==> src/rtl/f_fetch_unit_pkg.sv <==
// Shared constants, fetch state encoding and address legality helper for the fetch stage.
package f_fetch_unit_pkg;

    localparam logic [31:0] PC_RESET = 32'h0000_3000;
    localparam logic [31:0] PC_EXC   = 32'h0000_4180;
    localparam logic [31:0] IM_LO    = 32'h0000_3000;
    localparam logic [31:0] IM_HI    = 32'h0000_6FFF;

    localparam logic [4:0]  EXC_NONE = 5'd0;
    localparam logic [4:0]  EXC_ADEL = 5'd4;

    typedef enum logic [1:0] {
        ISSUE = 2'd0,
        WAIT  = 2'd1,
        HOLD  = 2'd2
    } fetch_state_t;

    // Misaligned or outside the instruction window raises AdEL instead of fetching.
    function automatic logic addr_bad(input logic [31:0] a);
        return (a[1:0] != 2'b00) || (a < IM_LO) || (a > IM_HI);
    endfunction

endpackage

==> src/rtl/f_fetch_unit_if.sv <==
// Instruction memory request/ready bus; the fetch unit is master, the memory is slave.
interface f_fetch_unit_if;
    logic        i_req;
    logic [31:0] i_addr;
    logic        i_ready;
    logic [31:0] i_rdata;

    modport master (output i_req, output i_addr, input i_ready, input i_rdata);
    modport slave  (input i_req, input i_addr, output i_ready, output i_rdata);
endinterface

==> src/rtl/f_fetch_unit_npc_sel.sv <==
// Next-PC selection: exception entry beats eret, which beats a taken branch; otherwise pc + 4.
module f_npc_sel
    import f_fetch_unit_pkg::*;
(
    input  logic        i_exc_req,
    input  logic        i_eret,
    input  logic        i_br,
    input  logic [31:0] i_epc,
    input  logic [31:0] i_br_target,
    input  logic [31:0] i_pc,
    output logic        o_redirect,
    output logic [31:0] o_npc
);

    // Priority mux over the redirect sources.
    always_comb begin
        o_redirect = 1'b1;
        o_npc      = i_pc + 32'd4;
        if (i_exc_req) begin
            o_npc = PC_EXC;
        end else if (i_eret) begin
            o_npc = i_epc;
        end else if (i_br) begin
            o_npc = i_br_target;
        end else begin
            o_redirect = 1'b0;
        end
    end

endmodule

==> src/rtl/f_fetch_unit.sv <==
// Fetch stage: owns the PC, runs one outstanding IM request at a time and presents
// the fetched word (or a bubble) to decode.
//
// state | meaning
// ISSUE | pc is current; request it from IM, or flag AdEL if illegal
// WAIT  | request outstanding; discard set means the response belongs to a dead path
// HOLD  | instruction (or AdEL bubble) presented until decode consumes it
module f_fetch_unit
    import f_fetch_unit_pkg::*;
(
    input  logic                  clk,
    input  logic                  reset,
    input  logic                  Stall,
    input  logic                  Req,
    input  logic                  D_eret,
    input  logic [31:0]           EPC,
    input  logic                  Br_taken,
    input  logic [31:0]           Br_target,
    f_fetch_unit_if.master        im,
    output logic [31:0]           F_PC,
    output logic [31:0]           F_instr,
    output logic [4:0]            F_ExcCode,
    output logic                  F_busy
);

    fetch_state_t r_state, w_state_nxt;
    logic [31:0]  r_pc, w_pc_nxt;
    logic [31:0]  r_instr_buf, w_instr_buf_nxt;
    logic [4:0]   r_exc, w_exc_nxt;
    logic         r_discard, w_discard_nxt;

    logic         w_bad;
    logic         w_req;
    logic         w_redirect;
    logic [31:0]  w_npc;

    assign w_bad = addr_bad(r_pc);

    // A branch resolved in a stalled decode is not yet committed, so it is masked by Stall.
    f_npc_sel u_npc_sel (
        .i_exc_req   (Req),
        .i_eret      (D_eret),
        .i_br        (Br_taken & ~Stall),
        .i_epc       (EPC),
        .i_br_target (Br_target),
        .i_pc        (r_pc),
        .o_redirect  (w_redirect),
        .o_npc       (w_npc)
    );

    // State, PC, buffer and discard registers.
    always_ff @(posedge clk or posedge reset) begin
        if (reset) begin
            r_state     <= ISSUE;
            r_pc        <= PC_RESET;
            r_instr_buf <= 32'd0;
            r_exc       <= EXC_NONE;
            r_discard   <= 1'b0;
        end else begin
            r_state     <= w_state_nxt;
            r_pc        <= w_pc_nxt;
            r_instr_buf <= w_instr_buf_nxt;
            r_exc       <= w_exc_nxt;
            r_discard   <= w_discard_nxt;
        end
    end

    // Next-state logic; a redirect always wins over the sequential path.
    always_comb begin
        w_state_nxt     = r_state;
        w_pc_nxt        = r_pc;
        w_instr_buf_nxt = r_instr_buf;
        w_exc_nxt       = r_exc;
        w_discard_nxt   = r_discard;
        w_req           = 1'b0;
        case (r_state)
            ISSUE: begin
                // No request on a redirect cycle, otherwise its response would arrive in ISSUE.
                if (w_redirect) begin
                    w_pc_nxt        = w_npc;
                    w_instr_buf_nxt = 32'd0;
                end else if (w_bad) begin
                    w_state_nxt     = HOLD;
                    w_instr_buf_nxt = 32'd0;
                    w_exc_nxt       = EXC_ADEL;
                end else begin
                    w_req       = 1'b1;
                    w_state_nxt = WAIT;
                end
            end
            WAIT: begin
                if (w_redirect) begin
                    w_pc_nxt = w_npc;
                    if (im.i_ready) begin
                        w_discard_nxt = 1'b0;
                        w_state_nxt   = ISSUE;
                    end else begin
                        w_discard_nxt = 1'b1;
                    end
                end else if (im.i_ready) begin
                    if (r_discard) begin
                        w_discard_nxt = 1'b0;
                        w_state_nxt   = ISSUE;
                    end else begin
                        w_instr_buf_nxt = im.i_rdata;
                        w_exc_nxt       = EXC_NONE;
                        w_state_nxt     = HOLD;
                    end
                end
            end
            HOLD: begin
                if (w_redirect) begin
                    w_pc_nxt        = w_npc;
                    w_instr_buf_nxt = 32'd0;
                    w_state_nxt     = ISSUE;
                end else if (!Stall) begin
                    w_pc_nxt    = w_npc;
                    w_state_nxt = ISSUE;
                end
            end
            default: begin
                w_state_nxt = ISSUE;
            end
        endcase
    end

    // The IM shares our reset, so requests are held off while it is asserted.
    assign im.i_req   = w_req & ~reset;
    assign im.i_addr  = (w_req & ~reset) ? r_pc : 32'd0;

    assign F_PC       = r_pc;
    assign F_instr    = (r_state == HOLD) ? r_instr_buf : 32'd0;
    assign F_ExcCode  = (r_state == HOLD) ? r_exc : EXC_NONE;
    assign F_busy     = (r_state != HOLD);

endmodule

==> src/flat_wrapper.sv <==
// flat-port wrapper written by rule: the top's interface ports become plain ports
module f_fetch_unit_flat import f_fetch_unit_pkg::*;
  (clk, reset, Stall, Req, D_eret, EPC, Br_taken, Br_target, F_PC, F_instr, F_ExcCode, F_busy, im_i_req, im_i_addr, im_i_ready, im_i_rdata);
  f_fetch_unit_if im_i ();
  input  logic clk;
  input  logic reset;
  input  logic Stall;
  input  logic Req;
  input  logic D_eret;
  input  logic [31:0] EPC;
  input  logic Br_taken;
  input  logic [31:0] Br_target;
  output logic [31:0] F_PC;
  output logic [31:0] F_instr;
  output logic [4:0] F_ExcCode;
  output logic F_busy;
  output wire logic [$bits(im_i.i_req)-1:0] im_i_req;
  output wire logic [$bits(im_i.i_addr)-1:0] im_i_addr;
  input wire logic [$bits(im_i.i_ready)-1:0] im_i_ready;
  input wire logic [$bits(im_i.i_rdata)-1:0] im_i_rdata;
  assign im_i_req = im_i.i_req;
  assign im_i_addr = im_i.i_addr;
  assign im_i.i_ready = im_i_ready;
  assign im_i.i_rdata = im_i_rdata;
  f_fetch_unit u_core (.clk(clk), .reset(reset), .Stall(Stall), .Req(Req), .D_eret(D_eret), .EPC(EPC), .Br_taken(Br_taken), .Br_target(Br_target), .im(im_i), .F_PC(F_PC), .F_instr(F_instr), .F_ExcCode(F_ExcCode), .F_busy(F_busy));
endmodule
==> config.mk <==
export PLATFORM = sky130hd
export DESIGN_NAME = f_fetch_unit_flat
export DESIGN_NICKNAME = d
export VERILOG_FILES = /design/src/rtl/f_fetch_unit_pkg.sv /design/src/rtl/f_fetch_unit_if.sv /design/src/rtl/f_fetch_unit_npc_sel.sv /design/src/rtl/f_fetch_unit.sv /design/src/flat_wrapper.sv
export SDC_FILE = /design/constraint.sdc
export NUM_CORES = 1
export LEC_CHECK = 0
export ABC_AREA = 1
export CAP_MARGIN = 20
export CORE_ASPECT_RATIO = 1.25
export CORE_MARGIN = 5
export CORE_UTILIZATION = 39
export DETAILED_ROUTE_END_ITERATION = 7
export GPL_ROUTABILITY_DRIVEN = 0
export PLACE_DENSITY = 0.74
export SLEW_MARGIN = 20
export SYNTH_ARGS = -nofsm -noshare
export SYNTH_HDL_FRONTEND = slang
export SYNTH_SLANG_ARGS = --single-unit
==> constraint.sdc <==
create_clock -name clk -period 6.3 [get_ports clk]
set_clock_uncertainty 0.2 [all_clocks]
set_input_delay 0.63 -clock clk [delete_from_list [all_inputs] [get_ports clk]]
set_output_delay 0.63 -clock clk [all_outputs]
set_load 0.02 [all_outputs]
==> impl_results.md <==
- Result of the run: finished, final reports clean
- Initial Util: between 30 and 40%
- DRC violation total after the first TritonRoute iteration: 272
- Layout Utilization: between 50% and 60%
- Share of power burned in combinational logic: between 20% and 30%
- Synth Cell Area: approximately 5100 um2
- Delay of the slowest critical-path stage: around 650 ps
- Share of post-route cells with drive strength above 1: about 3.8%
- Compound-Gate Fraction of Synth Area: approximately 5.7%
- Final period util: around two thirds
- Power after layout: 1460 uW
- Max Clk Rate: about 240 MHz
- Mapped Cells: 847
- Post-detailed-route via-to-cell ratio: roughly 4.7
- Worst path most repeated cell: sky130_fd_sc_hd__clkdlybuf4s50_1
- WP data required: 5470 ps
- Clock sink count: 68
- Static leakage power: around 0.0034 uW
- Setup Buffers After CTS: 0
- Total of cells resized after clock tree synthesis: 0
- Placeable core area: about 13000 um2
- # hold bufs at CTS: 0
- Post-detail-place hpwl: approximately 12 mm
- Area share of fa/ha/maj cells after synthesis: 0.246%
- Kind of start point of the critical path: primary input
- Buffer type at the clock tree root: sky130_fd_sc_hd__clkbuf_16
- Max Buffers Root-to-Sink: 2
- Number of iterations in the first detailed-routing pass: 7
- Peak fanout along the critical path: 27
- Nets: approximately 1100
- Number of antenna violations at the first check in global routing: 0
- H-tree depth reported by CTS: 3
- Total number of placement rows: 46
- Register bit count reported by yosys: around 70
- Multiplexer fraction of the synthesized cell area: 0%
- Worst hold-check slack: between 200 and 300 ps
- Top cells by area, synth: sky130_fd_sc_hd__dfrtp_1 (33%), sky130_fd_sc_hd__nand2_1 (24%), sky130_fd_sc_hd__nor2_1 (11%), sky130_fd_sc_hd__inv_1 (7.2%), sky130_fd_sc_hd__nand3b_1 (4.9%)
- Fill cell instance count of the final layout: 1284
- Overall die area: 15400 um2
- Fraction of the mapped netlist area in simple logic gates: between 40% and 50%
- Cells traversed along the worst timing path: clkdlybuf4s50_1 > inv_2 > nand2_4 > nand2_1 > inv_1 > nand4_1 > nor2_1 > clkdlybuf4s50_1
- Ports: roughly 200
- Die span in x: between 100 and 150 um
- Vertical die dimension: between 100 and 150 um
- Worst max-slew margin expressed relative to the limit: around a third
- Largest net degree at the start of global routing: just under 70
- Total detailed-routing wirelength: roughly 17 mm
- Class of the tightest hold or removal check: reg -> reg
- Total count of hold-check failures in the final report: 0
- Clock slew seen by the registers of the worst setup and hold paths: roughly 60 ps
- Average routed wire per standard cell: between 10 and 15 um
- Worst slack at placement: about 2100 ps
- Net switching fraction of the power: around a third
- Fraction of the yosys area taken by sequential cells: 33.6%
- Via count of the first global-routing pass: between 5000 and 6000
- GRT Util Overall: 21.9%
- VDD IR-drop max: between 0.0001 and 0.00015 V
- CTS Buf Count: 9
- Portion of total power attributed to sequential cells: around 36%
- Pwr dens: 202 nW/um2
- Slew Viols, Final: 0
- Final setup viols: 0
- CTS tree: done
- Antenna diode count: 0
- Setup repair after global routing missed its margin: no
- Dominant combinational cell family by area after synthesis: simple AND/OR/NAND/NOR gates
- Syn_area_per_cell: around 6.0 um2
- Sw power: between 500 and 600 uW
- Distinct cell type count of the synthesized netlist: 31
- Later-pin clock latency in the skew report: ~340 ps
- Relative area change from synthesis to final layout: 42.7%
- Overall overflow remaining after global route: 0
- Setup Crit Path Kind: in -> out
- Final ANT Viol Nets: 0
- DRC Markers: 0
- Count of yosys warnings during synthesis: 0
- Measured slew at the worst slew-check pin: 996 ps
- Part of the power in the clock network: between 30% and 40%
- Worst Setup End Kind: output pin
- Most area-hungry cell type in the Yosys netlist: sky130_fd_sc_hd__dfrtp_1
- Cell internal pwr: around 950 uW
- Count of input and output buffers: 182
- Max capacitance violation total: 0
- Wire length of the first global-routing pass: roughly 27 mm
- CP arrival: 3420 ps
- Clock period minus final worst setup slack: about 4200 ps
- Share of the synthesized area in the top cell type: 32.5%
- Vias after detailed routing: between 5000 and 6000
- Slowest stage cell, crit path: sky130_fd_sc_hd__nand4_1
- Share of the synthesized netlist area taken by xor and xnor gates: less than 1%
- Final setup slack of the worst path: a little over 2000 ps
- Final-layout setup total negative slack: 0 ps
-- power groups by stage --
| stage | logic [uW] | clock network [uW] | registers [uW] |
|---|---|---|---|
| detailed placement | 419 | 0 | 529 |
| global placement | 417 | 0 | 528 |
| CTS | 421 | 528 | 522 |
| floorplan | 223 | 0 | 543 |
| global route | 462 | 547 | 528 |
| finish | 421 | 518 | 522 |
-- cells in the final DEF (no fill, tap or decap), types with 2 or more instances in the layout --
| master | count |
|---|---|
| sky130_fd_sc_hd__nand2_1 | 325 |
| sky130_fd_sc_hd__clkdlybuf4s50_1 | 182 |
| sky130_fd_sc_hd__nor2_1 | 149 |
| sky130_fd_sc_hd__inv_1 | 97 |
| sky130_fd_sc_hd__dfrtp_1 | 66 |
| sky130_fd_sc_hd__nand3_1 | 48 |
| sky130_fd_sc_hd__nand3b_1 | 33 |
| sky130_fd_sc_hd__conb_1 | 23 |
| sky130_fd_sc_hd__o21ai_0 | 13 |
| sky130_fd_sc_hd__clkbuf_16 | 9 |
| sky130_fd_sc_hd__o21ai_1 | 8 |
| sky130_fd_sc_hd__a21oi_1 | 8 |
| sky130_fd_sc_hd__inv_2 | 7 |
| sky130_fd_sc_hd__o211ai_1 | 6 |
| sky130_fd_sc_hd__o22ai_1 | 6 |
| sky130_fd_sc_hd__buf_4 | 6 |
| sky130_fd_sc_hd__o21bai_1 | 5 |
| sky130_fd_sc_hd__nor2_2 | 4 |
| sky130_fd_sc_hd__a22oi_1 | 2 |
| sky130_fd_sc_hd__xor2_1 | 2 |
| sky130_fd_sc_hd__clkinvlp_4 | 2 |
| sky130_fd_sc_hd__clkinv_4 | 2 |
| sky130_fd_sc_hd__dfstp_2 | 2 |
-- state kept, by name, indices dropped and copies added (netlist names) --
register            cells
u_core.F_PC            32
u_core.r_instr_buf     32
u_core.r_state          2
u_core.r_discard        1
u_core.r_exc            1
-- per-layer routing --
metal	wire length, um	GRT usage, %	vias up
met5	0	0	-
met4	511	8.15	0
met1	6500	25.0	2476
met3	1790	8.04	36
met2	8180	37.7	250
li1	-	-	2858
-- Yosys cell counts --
library cell	count
sky130_fd_sc_hd__nand4_1	1
sky130_fd_sc_hd__ha_1	1
sky130_fd_sc_hd__conb_1	1
sky130_fd_sc_hd__clkbuf_1	22
sky130_fd_sc_hd__nor3b_4	1
sky130_fd_sc_hd__xnor2_1	1
sky130_fd_sc_hd__o2bb2ai_1	1
sky130_fd_sc_hd__o21ai_0	13
sky130_fd_sc_hd__nand3b_1	33
sky130_fd_sc_hd__nand2_4	1
sky130_fd_sc_hd__nor2_1	150
sky130_fd_sc_hd__buf_4	23
sky130_fd_sc_hd__a22oi_1	2
sky130_fd_sc_hd__inv_2	6
sky130_fd_sc_hd__nor3_1	1
sky130_fd_sc_hd__inv_1	98
sky130_fd_sc_hd__o211ai_1	6
sky130_fd_sc_hd__o21bai_1	5
sky130_fd_sc_hd__buf_2	10
sky130_fd_sc_hd__nor2_2	3
sky130_fd_sc_hd__dfstp_2	2
sky130_fd_sc_hd__o21ai_1	8
sky130_fd_sc_hd__dfrtp_1	66
sky130_fd_sc_hd__o22ai_1	6
sky130_fd_sc_hd__buf_1	1
sky130_fd_sc_hd__nand3_1	48
sky130_fd_sc_hd__a21oi_1	8
sky130_fd_sc_hd__or2_2	1
sky130_fd_sc_hd__xor2_1	2
sky130_fd_sc_hd__nand2_1	325
sky130_fd_sc_hd__and2_1	1
-- cell families after synthesis --
group | count (synthesis)
adders and majority gates | 1
AOI/OAI and AO/OA | 49
DFF | 68
buffers and inverters | 160
xor gates and xnor gates | 3
other | 1
and+or+nand+nor | 565
-- path summary, 6_finish.rpt --
path                                         from                     end  slack (ps)  depth (start not counted)
setup / recovery                            Stall            im_i_addr[2]        2050                          8
hold / removal             u_core.r_instr_buf[30]  u_core.r_instr_buf[30]         270                          2
setup reg to reg                u_core.r_state[1]          u_core.F_PC[8]        2930                          8
hold reg to reg            u_core.r_instr_buf[30]  u_core.r_instr_buf[30]         270                          2
max in group asynchronous                   reset         u_core.F_PC[10]        4560                          3
min in group asynchronous                   reset   u_core.r_instr_buf[8]         730                          3
-- worst max-delay path: cells and delay by family --
family,cells,cell delay [ps]
buffers and inverters,4,1390
AND/OR/NAND/NOR,4,1400
-- through the flow --
stage	area [um2]	std cells
final	7250	1186
after global routing	7250	1186
after CTS	7230	1185
after detailed placement	6930	1169
after global placement	6930	1169
after floorplan	5160	869
-- cell type report --
cell class / instances / area [um2] / share of cell area, %
clock buffers: 9 / 225 / 3.11
repair buffers: 189 / 1880 / 26.0
flip-flops and latches: 68 / 1700 / 23.5
well taps: 168 / 210 / 2.90
multi-input cells: 641 / 2760 / 38.1
clock inverters: 7 / 76.3 / 1.05
inverters: 104 / 390 / 5.39
(Power assumes the default switching activity.)
